[config.mk]
export PLATFORM = sky130hd
export DESIGN_NAME = lfsr_decrypt_engine
export DESIGN_NICKNAME = d
export VERILOG_FILES = /design/src/rtl/lfsr_dec_pkg.sv /design/src/rtl/lfsr_decrypt_engine_lfsr_nb.sv /design/src/rtl/lfsr_decrypt_engine.sv
export SDC_FILE = /design/constraint.sdc
export NUM_CORES = 1
export LEC_CHECK = 0
export ABC_AREA = 1
export BUFFER_PORTS_ARGS = -buffer_cell sky130_fd_sc_hd__buf_4
export CORE_MARGIN = 2
export CORE_UTILIZATION = 42
export CTS_CLUSTER_DIAMETER = 80
export DETAILED_ROUTE_END_ITERATION = 16
export GPL_TIMING_DRIVEN = 0
export MAX_ROUTING_LAYER = met4
export SLEW_MARGIN = 40
export SYNTH_ARGS = -nofsm -noshare
export SYNTH_HDL_FRONTEND = slang
export SYNTH_SLANG_ARGS = --single-unit
[constraint.sdc]
create_clock -name clk -period 2.7 [get_ports clk]
set_input_delay 0.54 -clock clk [delete_from_list [all_inputs] [get_ports clk]]
set_output_delay 0.54 -clock clk [all_outputs]
set_load 0.005 [all_outputs]
[src/rtl/lfsr_dec_pkg.sv]
// Shared types and constants for the LFSR stream decryptor.
// Holds the run-state encoding, the default tap table and the LFSR step.
package lfsr_dec_pkg;

    typedef enum logic [2:0] {
        IDLE,
        TRAIN,
        DECIDE,
        DECODE,
        FIN
    } dec_state_t;

    localparam int DEF_W     = 6;
    localparam int DEF_NTAPS = 6;

    // Lane 0 is the leftmost (most significant) entry of the packed table.
    localparam logic [DEF_NTAPS*DEF_W-1:0] DEF_TAPS =
        {6'h21, 6'h2D, 6'h30, 6'h33, 6'h36, 6'h39};

    localparam logic [7:0] DEF_PAD = 8'h5F;

    // One Fibonacci step of a w-bit register, carried in an 8-bit container.
    function automatic logic [7:0] lfsr_step(input logic [7:0] s,
                                             input logic [7:0] taps,
                                             input int         w);
        logic [7:0] mask;
        mask = 8'((9'd1 << w) - 9'd1);
        return ((s << 1) | {7'd0, ^(s & taps)}) & mask;
    endfunction

endpackage

[src/rtl/lfsr_decrypt_engine_lfsr_nb.sv]
// W-bit LFSR lane: load takes priority over stepping.
// Lane contents are pure data and are always reloaded before use, so no reset.
module lfsr_nb
    import lfsr_dec_pkg::*;
#(
    parameter int W = 6
) (
    input  logic         clk,
    input  logic         en,
    input  logic         load,
    input  logic [W-1:0] taps,
    input  logic [W-1:0] seed,
    output logic [W-1:0] state
);

    always_ff @(posedge clk) begin
        if (load) begin
            state <= seed;
        end else if (en) begin
            state <= W'(lfsr_step(8'(state), 8'(taps), W));
        end
    end

endmodule

[src/rtl/lfsr_decrypt_engine.sv]
// LFSR stream decryptor: trains NTAPS candidate lanes on a PAD preamble,
// picks the matching lane, then writes the decrypted message back to memory.
module lfsr_decrypt_engine
    import lfsr_dec_pkg::*;
#(
    parameter int               W         = DEF_W,
    parameter int               NTAPS     = DEF_NTAPS,
    parameter logic [NTAPS*W-1:0] TAPS    = DEF_TAPS,
    parameter int               PRE_LEN   = 7,
    parameter int               MSG_LEN   = 64,
    parameter logic [7:0]       RD_BASE   = 8'd64,
    parameter logic [7:0]       WR_BASE   = 8'd0,
    parameter logic [7:0]       PAD       = DEF_PAD,
    parameter bit               STRIP_PAD = 1'b0
) (
    input  logic       clk,
    input  logic       init,
    input  logic       start,
    output logic [7:0] raddr,
    input  logic [7:0] rdata,
    output logic       wr_en,
    output logic [7:0] waddr,
    output logic [7:0] wdata,
    output logic       busy,
    output logic       done,
    output logic       err,
    output logic       amb,
    output logic [$clog2(NTAPS > 1 ? NTAPS : 2)-1:0] tap_sel,
    output logic [8:0] wr_count
);

    localparam int SEL_W = $clog2(NTAPS > 1 ? NTAPS : 2);
    localparam int CNT_W = 16;

    dec_state_t state, next_state;

    logic [CNT_W-1:0] k;
    logic [CNT_W-1:0] j;
    logic [W-1:0]     seed_reg;
    logic [NTAPS-1:0] cand;
    logic             lead;

    logic [W-1:0]     lane_state [NTAPS];
    logic [W-1:0]     lane_next  [NTAPS];
    logic [NTAPS-1:0] lane_en;
    logic             lane_load;
    logic [W-1:0]     load_val;
    logic [W-1:0]     pre_sym;
    logic [7:0]       dec_byte;

    function automatic logic [SEL_W-1:0] lowest_set(input logic [NTAPS-1:0] v);
        logic [SEL_W-1:0] idx;
        idx = '0;
        for (int i = NTAPS - 1; i >= 0; i--) begin
            if (v[i]) idx = SEL_W'(i);
        end
        return idx;
    endfunction

    function automatic logic multi_hit(input logic [NTAPS-1:0] v);
        return $countones(v) > 1;
    endfunction

    for (genvar g = 0; g < NTAPS; g++) begin : g_lane
        localparam logic [W-1:0] LANE_TAPS = TAPS[(NTAPS-1-g)*W +: W];

        lfsr_nb #(.W(W)) u_lane (
            .clk   (clk),
            .en    (lane_en[g]),
            .load  (lane_load),
            .taps  (LANE_TAPS),
            .seed  (load_val),
            .state (lane_state[g])
        );

        assign lane_next[g] = W'(lfsr_step(8'(lane_state[g]), 8'(LANE_TAPS), W));
    end

    always_ff @(posedge clk) begin
        if (init) state <= IDLE;
        else      state <= next_state;
    end

    always_comb begin
        next_state = state;
        case (state)
            IDLE:    if (start) next_state = TRAIN;
            TRAIN:   if (k == CNT_W'(PRE_LEN - 1)) next_state = DECIDE;
            DECIDE:  next_state = (cand == '0) ? FIN : DECODE;
            DECODE:  if (j == CNT_W'(MSG_LEN - 1)) next_state = FIN;
            FIN:     next_state = IDLE;
            default: next_state = IDLE;
        endcase
    end

    // Write port is combinational so a write lands on the edge closing its DECODE cycle.
    always_comb begin
        lane_load = 1'b0;
        lane_en   = '0;
        load_val  = seed_reg;
        wr_en     = 1'b0;
        wdata     = 8'd0;
        pre_sym   = rdata[W-1:0] ^ PAD[W-1:0];
        dec_byte  = rdata ^ 8'(lane_state[tap_sel]);
        case (state)
            TRAIN: begin
                if (k == '0) begin
                    lane_load = 1'b1;
                    load_val  = pre_sym;
                end else begin
                    lane_en = '1;
                end
            end
            DECIDE: lane_load = 1'b1;
            DECODE: begin
                lane_en[tap_sel] = 1'b1;
                wdata            = dec_byte;
                wr_en            = !(STRIP_PAD && lead && (dec_byte == PAD));
            end
            default: ;
        endcase
    end

    always_ff @(posedge clk) begin
        if (init) begin
            raddr    <= 8'd0;
            waddr    <= 8'd0;
            busy     <= 1'b0;
            done     <= 1'b0;
            err      <= 1'b0;
            amb      <= 1'b0;
            tap_sel  <= '0;
            wr_count <= 9'd0;
            k        <= '0;
            j        <= '0;
            lead     <= 1'b0;
        end else begin
            busy <= (next_state != IDLE);
            done <= (next_state == FIN);
            case (state)
                IDLE: begin
                    if (start) begin
                        raddr    <= RD_BASE;
                        k        <= '0;
                        err      <= 1'b0;
                        amb      <= 1'b0;
                        tap_sel  <= '0;
                        wr_count <= 9'd0;
                    end
                end
                TRAIN: begin
                    raddr <= raddr + 8'd1;
                    k     <= k + CNT_W'(1);
                end
                DECIDE: begin
                    if (cand == '0) begin
                        err <= 1'b1;
                    end else begin
                        tap_sel <= lowest_set(cand);
                        amb     <= multi_hit(cand);
                    end
                    raddr <= RD_BASE;
                    waddr <= WR_BASE;
                    j     <= '0;
                    lead  <= 1'b1;
                end
                DECODE: begin
                    raddr <= raddr + 8'd1;
                    j     <= j + CNT_W'(1);
                    if (wr_en) begin
                        waddr    <= waddr + 8'd1;
                        wr_count <= wr_count + 9'd1;
                    end
                    if (dec_byte != PAD) lead <= 1'b0;
                end
                default: ;
            endcase
        end
    end

    // Seed and candidate mask are rebuilt at the start of every training pass.
    always_ff @(posedge clk) begin
        if (state == TRAIN) begin
            if (k == '0) begin
                seed_reg <= pre_sym;
                cand     <= '1;
            end else begin
                for (int i = 0; i < NTAPS; i++) begin
                    cand[i] <= cand[i] & (lane_next[i] == pre_sym);
                end
            end
        end
    end

endmodule

==> qor.txt, run 1 <==
Crit. End Element -> flop
met2 WL post-DR -> 8.64 mm
syn avg cell area -> 6.85 sq um
total power -> 0.00488 W
pre-CTS WS -> 0.0730 ns
Clock Latency Late Sink -> 0.42 ns
Hold Buf Count CTS -> 0
number of diodes -> 0
initial core utilization -> 42.9%
antenna viol nets, final -> 0
max reg flops -> 36
Hold Path Class -> flop to flop
vias per cell -> 5.14
commonest non-fill, non-tap cells in the layout -> 327 x nand2_1, 113 x nor2_1, 98 x inv_1, 73 x dfxtp_1
Std-Cell Core Area -> 0.0158 sq mm
Synth async-reset ratio -> 0%
largest net degree at the start of global routing -> 17
Yosys top cell area share -> 21.5%
WP data required -> 3.05 ns
power share of the clock group -> 44.6%
# setup viols final -> 0
vias in the first global route -> 6034
status -> finished clean
sequential fraction of the synthesis area -> 40.1%
Placed Area -> 0.00745 sq mm
Most used DFF post-synth -> dfxtp_1
RSZ-0062 raised after global routing -> true
CTS root buffer -> clkbuf_16
synthesized cell area -> 0.00679 sq mm
clock sink count -> 115
Die Area -> 0.0172 sq mm
Fmax -> 382 MHz
Placer Congestion -> 0.952
CTS H-Tree Depth -> 4
# nets final -> 1080
synth top area cells -> dfxtp_1 22%, edfxtp_1 19%, nand2_1 18%
crit share post-route -> 96.9%
clk slew on worst S/H paths -> 0.06 ns
sw frac -> 27.9%
Area Growth Syn to Fin -> 18.8%
post-synth cell types -> 43
crit path DAT -> 2.96 ns
first-pass GRT wire length -> 31.4 mm
share of layout cells above drive strength 1 -> 12.6%
first drt pass iteration count -> 5
Avg WL per Cell -> 15.0 microns
die width -> 131 microns
initial antenna violation count -> 0
most common cell after layout, fill and taps aside -> nand2_1
length of routed wiring on met1 -> 8.99 mm
Biggest register -> g_lane.u_lane.state
drt drc -> 0
CTS Buf Count -> 17
Rel. slew slack -> 46.2%
yosys synthesis warning count -> 0
worst setup margin -> 0.0842 ns
max cap viols -> 0
Final Hold Fails -> 0
Remaining Overflow, GRT -> 0
cell-internal power -> 0.00352 W
Synth area leader -> dfxtp_1
Top Metal Used -> met4
Routed met3 length -> 1.15 mm
Cell Pwr Density -> 605 mW/mm^2
final WL -> 19.3 mm
actual slew at the worst max-slew pin -> 0.798 ns
clock skew -> 0.00758 ns
Core Rows -> 46
Flop pwr share -> 41.6%
fin. max-slew vios -> 0
GRT Util Overall -> 23.6%
biggest regs -> g_lane.u_lane.state (36), j (16), k (16)
Leakage Power -> 3.47 nW
Comb power frac -> 13.7%
FF+latch count, synth -> 115
Net Count, Synth -> 1012
Post-Syn Instances -> 990
Buffers on Ports -> 49
Vias -> 6621
Crit Path Max Fanout -> 2
Bufs on Longest Clock Path -> 2
critical path class -> flop to flop
peak supply drop -> 419 uV
crit path launch type -> flop
clock period minus worst slack -> 2.62 ns
CTS tree -> done
I/O pin count -> 52
detailed placer's ending HPWL -> 13.9 mm
hold_ws -> 0.479 ns
die height -> 131 microns
Post-synth EDFFs -> 42
post-route cell area -> 0.00806 sq mm
Psw -> 0.00136 W
Detailed Route Iter0 Violations -> 496
==> area by class of cell <==
| cell class | count | area (sq um) |
|---|---|---|
| Inverter | 106 | 400 |
| Multi-Input combinational cell | 737 | 3550 |
| Clock inverter | 10 | 71.3 |
| Fill cell | 1644 | 7770 |
| Sequential cell | 115 | 2720 |
| Buffer | 31 | 160 |
| Clock buffer | 22 | 512 |
| Tap cell | 216 | 270 |
| Timing Repair Buffer | 50 | 375 |
==> cells by family after synthesis <==
group / Yosys count / share of synthesized area [%]
adder cells (fa/ha/maj): 11 / 2.36
buffers and inverters: 138 / 8.26
AO/OA/AOI/OAI: 126 / 10.3
AND/OR/NAND/NOR: 582 / 36.7
XOR/XNOR: 18 / 2.32
flip-flops: 115 / 40.1
==> worst max-delay path: stages (launching register included) <==
cell and delay, ns:
edfxtp_1 0.43, fa_1 0.55, inv_1 0.05, fa_1 0.41
or2_2 0.31, fa_1 0.46, a21oi_2 0.14, nand2_1 0.07
a21oi_1 0.13
==> power groups by stage <==
stage	Clock (W)	Sequential [W]	Combinational (W)
finish	0.00218	0.00203	0.000670
global route	0.00228	0.00204	0.000761
CTS	0.00222	0.00203	0.000664
detailed placement	0	0.00206	0.000657
global placement	0	0.00206	0.000647
floorplan	0	0.00203	0.000487
==> repair_timing <==
item | 4_1_cts | 5_1_grt
hold endpoints to repair | 0 | 0
pin swaps | 0 | 1
buffers inserted | 0 | 1
setup endpoints to repair | 4 | 6
resized for setup | 1 | 8
==> per-layer routing <==
layer	global-route usage (%)	vias to the layer above
li1	-	3363
met1	31.4	3019
met2	36.2	206
met3	4.13	33
met4	8.39	0
met5	-	-
==> Yosys cell counts (13+ instances only) <==
master / n
nand4_1: 25
a21oi_1: 62
inv_1: 98
o21ai_0: 38
buf_2: 13
nand3_1: 61
xnor2_1: 14
clkbuf_1: 14
nor3_1: 23
dfxtp_1: 73
nand2_1: 327
nor2_1: 113
edfxtp_1: 42
==> per-stage QoR <==
step                      instances  utilization [%]  setup TNS [ns]
after detailed placement       1255             47.1               0
after floorplan                 990                -               0
after global placement         1255             46.9               0
after global routing           1287             50.9         -0.0391
final                          1287             50.9               0
after CTS                      1287             50.8               0
==> path summary, 6_finish.rpt <==
check,startpoint,endpoint,slack (ns),cells past startpoint
min,amb,amb,0.48,2
max reg2reg,cand[0],amb,0.08,8
min reg2reg,amb,amb,0.48,2
max,cand[0],amb,0.08,8
No activity file was read; power rests on OpenSTA's default activity.
==> run 2, diff against run 1 <==
- CORE_MARGIN: 2 -> 4
==> run 2 against run 1 <==
Compared with the run above: die area increased by 6.2%; global-route usage shrank 1.2 points; non-clock buffer count grew 1; utilization is essentially flat; sequential share of layout area fell by 0.094 points; wire length about the same; cell count is essentially flat; flip-flop and latch count stayed put; maximum frequency is 1.5% higher; combinational power about the same; critical path depth is the same; clock-buffer cell count rose by 3; critical endpoint unchanged; largest cell class unchanged.
==> qor.txt, run 2 (synthesis gave the netlist of run 1 again) <==
Avg WL per Cell -> 15.0 microns (about the same)
Area Growth Syn to Fin -> 19.1%
crit path launch type -> flop
Die Area -> 0.0183 sq mm (+6.2%)
post-route insts no fill -> 1288 (+0.078%)
detailed placer's ending HPWL -> 13.9 mm (about the same)
initial antenna violation count -> 0 (unchanged)
max cap viols -> 0 (unchanged)
vias in the first global route -> 5989 (-0.75%)
initial core utilization -> 42.7% (-0.16 points)
Crit. End Element -> flop
Detailed Route Iter0 Violations -> 504 (+1.6%)
Bufs on Longest Clock Path -> 2 (unchanged)
CTS tree -> done
final WL -> 19.3 mm (about the same)
Fmax -> 388 MHz (+1.5%)
first drt pass iteration count -> 5 (unchanged)
Cell Pwr Density -> 612 mW/mm^2 (+1.1%)
CTS Buf Count -> 17 (unchanged)
max reg flops -> 36 (unchanged)
CTS H-Tree Depth -> 4 (unchanged)
Hold Path Class -> flop to flop
# nets final -> 1081 (+0.093%)
I/O pin count -> 52 (unchanged)
WP data required -> 3.05 ns (about the same)
GRT Util Overall -> 22.4% (-1.2 points)
Std-Cell Core Area -> 0.0159 sq mm (+0.36%)
drt drc -> 0 (unchanged)
critical path class -> flop to flop
clock sink count -> 115 (unchanged)
Rel. slew slack -> 45.1% (-1.1 points)
worst setup margin -> 0.123 ns (+0.0389 ns)
Final Hold Fails -> 0 (unchanged)
Crit Path Max Fanout -> 3 (+1)
clock skew -> 0.0101 ns (+0.00252 ns)
vias per cell -> 5.06 (-1.6%)
clock period minus worst slack -> 2.58 ns (-0.0389 ns)
Biggest register -> g_lane.u_lane.state
Core Rows -> 46 (unchanged)
largest net degree at the start of global routing -> 17 (unchanged)
die height -> 135 microns (+3.1%)
Leakage Power -> 3.48 nW (about the same)
total power -> 0.00494 W (+1.4%)
status -> finished clean
# setup viols final -> 0 (unchanged)
crit path DAT -> 2.92 ns (-0.04 ns)
most common cell after layout, fill and taps aside -> nand2_1
antenna viol nets, final -> 0 (unchanged)
RSZ-0062 raised after global routing -> true
Placed Cells -> 1255 (unchanged)
crit share post-route -> 95.4% (-1.4 points)
Vias -> 6519 (-1.5%)
die width -> 135 microns (+3.1%)
peak supply drop -> 493 uV (+18%)
Clock Latency Late Sink -> 0.42 ns (about the same)
Placer Congestion -> 0.933 (-1.9%)
CTS root buffer -> clkbuf_16
share of layout cells above drive strength 1 -> 12.4% (-0.20 points)
Remaining Overflow, GRT -> 0 (unchanged)
number of diodes -> 0 (unchanged)
pre-CTS WS -> 0.0512 ns (-0.0218 ns)
clk slew on worst S/H paths -> 0.05 ns (about the same)
Buffers on Ports -> 49 (unchanged)
fin. max-slew vios -> 0 (unchanged)
first-pass GRT wire length -> 31.1 mm (-1.1%)
commonest non-fill, non-tap cells in the layout -> 327 x nand2_1, 113 x nor2_1, 98 x inv_1, 73 x dfxtp_1, 61 x nand3_1
biggest regs -> g_lane.u_lane.state (36), j (16), k (16)
actual slew at the worst max-slew pin -> 0.815 ns (+0.0166 ns)
-- run 2: worst max-delay path, cell delays in order, from the launching register on --
cell	delay [ns]
edfxtp_1	0.45
fa_1	0.55
inv_1	0.05
fa_1	0.44
or2_4	0.26
fa_1	0.45
a21oi_2	0.13
nand2_1	0.07
a21oi_2	0.11
-- run 2: per-stage QoR --
stage | instance area [sq um] | TNS, ns | hold slack [ns] | util (%)
detailed placement | 7450 | 0 | 0.460 | 46.9
finish | 8080 | 0 | 0.478 | 50.9
floorplan | 6790 | 0 | 0.456 | -
global route | 8080 | -0.00235 | 0.505 | 50.9
global placement | 7420 | 0 | 0.455 | 46.7
CTS | 8050 | 0 | 0.469 | 50.7
-- run 2: worst paths after layout --
check	slack [ns]	cells after the start	to	from
worst max-delay path	0.12	8	amb	cand[0]
worst min-delay path	0.48	2	amb	amb
worst max register to register	0.12	8	amb	cand[0]
worst min register to register	0.48	2	amb	amb
-- run 2: final cells by class --
cell class,instances,area (sq um)
fill,1616,7800
multi-input combinational,737,3550
sequential,115,2720
clock buffer,25,529
inverter,106,400
timing repair buffer,50,375
tap,216,270
buffer,32,164
clock inverter,7,66.3
-- run 2: repair_timing --
action / in CTS / in global routing
setup buffers: 0 / 1
hold buffers: 0 / 0
endpoints found under the setup margin: 4 / 7
pin swaps: 0 / 1
gates resized for setup: 1 / 10
-- run 2: power by group --
group	switching [W]	total, W	internal (W)
sequential	0.0000939	0.00203	0.00193
clock	0.000797	0.00225	0.00145
combinational	0.000429	0.000669	0.000240
-- run 2: routing by layer --
layer | global-route usage, % | up-vias | routed length [microns]
li1 | - | 3360 | -
met3 | 4.77 | 24 | 909
met2 | 34.9 | 175 | 8780
met1 | 29.5 | 2960 | 9260
met4 | 6.61 | 0 | 312
met5 | - | - | 0
==> run 3, diff against run 2 <==
- CORE_UTILIZATION: 42 -> 25
==> run 3 against run 2 <==
Compared with the run above: utilization shrank 20 points; largest power group unchanged; die area up 63%; global-route usage is 8.7 points lower; combinational power grew 3.4%.
==> qor.txt, run 3 (synthesis gave the netlist of run 1 again) <==
number of diodes -> 0 (unchanged)
RSZ-0062 raised after global routing -> true
# setup viols final -> 0 (unchanged)
worst setup margin -> 0.0539 ns (-0.0692 ns)
critical path class -> flop to flop
Worst R2R End -> amb
combined area of the multi-input logic cells -> 0.00355 sq mm (unchanged)
die width -> 173 microns (+28%)
pre-CTS WS -> 0.0702 ns (+0.0190 ns)
Die Area -> 0.0298 sq mm (+63%)
drt drc -> 0 (unchanged)
crit path launch type -> flop
detailed placer's ending HPWL -> 14.7 mm (+5.6%)
clock period minus worst slack -> 2.65 ns (+0.0692 ns)
Biggest register -> g_lane.u_lane.state
Comb power frac -> 14.2% (+0.7 points)
biggest regs -> g_lane.u_lane.state (36), j (16), k (16)
Rel. slew slack -> 45.4% (+0.35 points)
Core Rows -> 60 (+30%)
met3 usage -> 4.09% (-0.68 points)
initial antenna violation count -> 0 (unchanged)
GR Layer Usage met2 -> 20.5% (-14 points)
vias in the first global route -> 6168 (+3.0%)
r2r setup slk -> 0.05 ns (-0.07 ns)
CTS Buf Count -> 17 (unchanged)
antenna viol nets, final -> 0 (unchanged)
share of layout cells above drive strength 1 -> 13.2% (+0.80 points)
vias per cell -> 4.69 (-7.4%)
status -> finished clean
Psw -> 0.00142 W (+7.9%)
total power -> 0.00487 W (-1.5%)
GRT met1 Usage -> 18.2% (-11 points)
clock skew -> 0.0160 ns (+0.00587 ns)
max reg flops -> 36 (unchanged)
largest net degree at the start of global routing -> 17 (unchanged)
Worst Hold Depth -> 2 (unchanged)
Detailed Route Iter0 Violations -> 505 (+0.20%)
Crit. End Element -> flop
clk slew on worst S/H paths -> 0.06 ns (about the same)
GRT Util Overall -> 13.6% (-8.7 points)
final WL -> 20.2 mm (+4.9%)
CTS H-Tree Depth -> 4 (unchanged)
Avg WL per Cell -> 14.3 microns (-4.6%)
CTS root buffer -> clkbuf_16
first-pass GRT wire length -> 32.0 mm (+2.9%)
Fillers -> 2858 (+77%)
fin. max-slew vios -> 0 (unchanged)
Min-Delay Endpoint -> k[11]
Fmax -> 378 MHz (-2.6%)
Buffers on Ports -> 49 (unchanged)
TNS Setup -> 0 ns (unchanged)
Vias -> 6640 (+1.9%)
Leakage Power -> 3.46 nW (-0.30%)
Hold Startpoint -> k[11]
Clock Latency Late Sink -> 0.42 ns (about the same)
crit path from -> cand[0]
CTS tree -> done
commonest non-fill, non-tap cells in the layout -> 327 x nand2_1, 113 x nor2_1, 98 x inv_1, 71 x dfxtp_1, 61 x nand3_1
die height -> 173 microns (+28%)
Std-Cell Core Area -> 0.0268 sq mm (+69%)
first drt pass iteration count -> 6 (+1)
Remaining Overflow, GRT -> 0 (unchanged)
Register Area -> 0.00273 sq mm (about the same)
initial core utilization -> 25.3% (-17 points)
crit path DAT -> 2.99 ns (+0.07 ns)
Reg-to-Reg Start -> cand[0]
hold_ws -> 0.489 ns (+0.0106 ns)
WP data required -> 3.04 ns (about the same)
Flop pwr share -> 41.6% (+0.6 points)
I/O pin count -> 52 (unchanged)
Final Hold Fails -> 0 (unchanged)
sw frac -> 29.3% (+2.6 points)
Bufs on Longest Clock Path -> 2 (unchanged)
Hold Path Class -> flop to flop
# nets final -> 1084 (+0.28%)
Hold Buf Count CTS -> 0 (unchanged)
final core utilization -> 30.7% (-20 points)
Crit Path Max Fanout -> 2 (-1)
Worst R2R Path Depth -> 8 (unchanged)
Cell Pwr Density -> 592 mW/mm^2 (-3.3%)
most common cell after layout, fill and taps aside -> nand2_1
crit share post-route -> 98.0% (+2.6 points)
clock sink count -> 115 (unchanged)
Area Growth Syn to Fin -> 21.3%
max cap viols -> 0 (unchanged)
cell-internal power -> 0.00344 W (-5.0%)
peak supply drop -> 365 uV (-26%)
power share of the clock group -> 44.2% (-1.3 points)
actual slew at the worst max-slew pin -> 0.810 ns (-0.00524 ns)
Placer Congestion -> 0.926 (-0.74%)
gr busiest metal -> met2
==> run 3: cell types whose count changed in the layout (fill, tap and decap cells not counted) <==
cell / previous run / this run
buf_4: 50 / 54
clkbuf_1: 15 / 10
clkbuf_16: 20 / 17
clkbuf_8: 1 / 0
clkinv_1: 0 / 1
clkinv_2: 3 / 2
clkinv_4: 0 / 4
clkinvlp_4: 2 / 5
dfxtp_1: 73 / 71
dfxtp_2: 0 / 2
inv_4: 2 / 1
inv_6: 0 / 2
==> run 3: stage by stage <==
step	cell area (sq um)	cells
finish	8230	1416
CTS	8180	1412
detailed placement	7610	1380
global route	8230	1416
floorplan	6790	990
global placement	7580	1380
==> run 3: timing repair <==
item / in CTS / in global routing
gates resized for setup: 2 / 10
pin swaps: 0 / 3
setup buffers: 0 / 5
endpoints found under the setup margin: 4 / 7
==> run 3: layer usage <==
| layer | routed length (microns) | up-vias | share of wire [%] |
|---|---|---|---|
| met2 | 9030 | 223 | 45 |
| met5 | 0 | - | 0 |
| li1 | - | 3360 | - |
| met1 | 9210 | 3041 | 46 |
| met4 | 214 | 0 | 1.1 |
| met3 | 1760 | 16 | 8.7 |
==> run 3: worst max path at each step <==
stage,slack [ns],cells after the start,endpoint
finish,0.05,8,amb
CTS,0.03,8,amb
global placement,0.07,8,amb
global route,-0.05,8,amb
floorplan,0.21,8,amb
detailed placement,0.07,8,amb
==> run 3: worst max-delay path, cell delays in order, from the launching register on <==
cell and delay, ns:
edfxtp_1 0.43, fa_1 0.55, inv_1 0.05, fa_1 0.44, or2_4 0.26, fa_1 0.48, a21oi_2 0.16, nand2_1 0.08
a21oi_2 0.12
==> run 3: final cells by class <==
cell class                 instances  share of cell area, %
tap                              341                   5.18
multi-input combinational        737                   43.2
clock buffer                      17                   5.17
inverter                         106                   4.86
buffer                            31                   1.95
timing repair buffer              54                   4.93
clock inverter                    15                   1.63
sequential                       115                   33.1
==> run 3: power groups by stage <==
stage | clock, W | sequential, W | combinational (W)
global route | 0.00228 | 0.00203 | 0.000786
global placement | 0 | 0.00206 | 0.000652
CTS | 0.00219 | 0.00202 | 0.000672
floorplan | 0 | 0.00203 | 0.000487
detailed placement | 0 | 0.00206 | 0.000665
finish | 0.00215 | 0.00203 | 0.000692
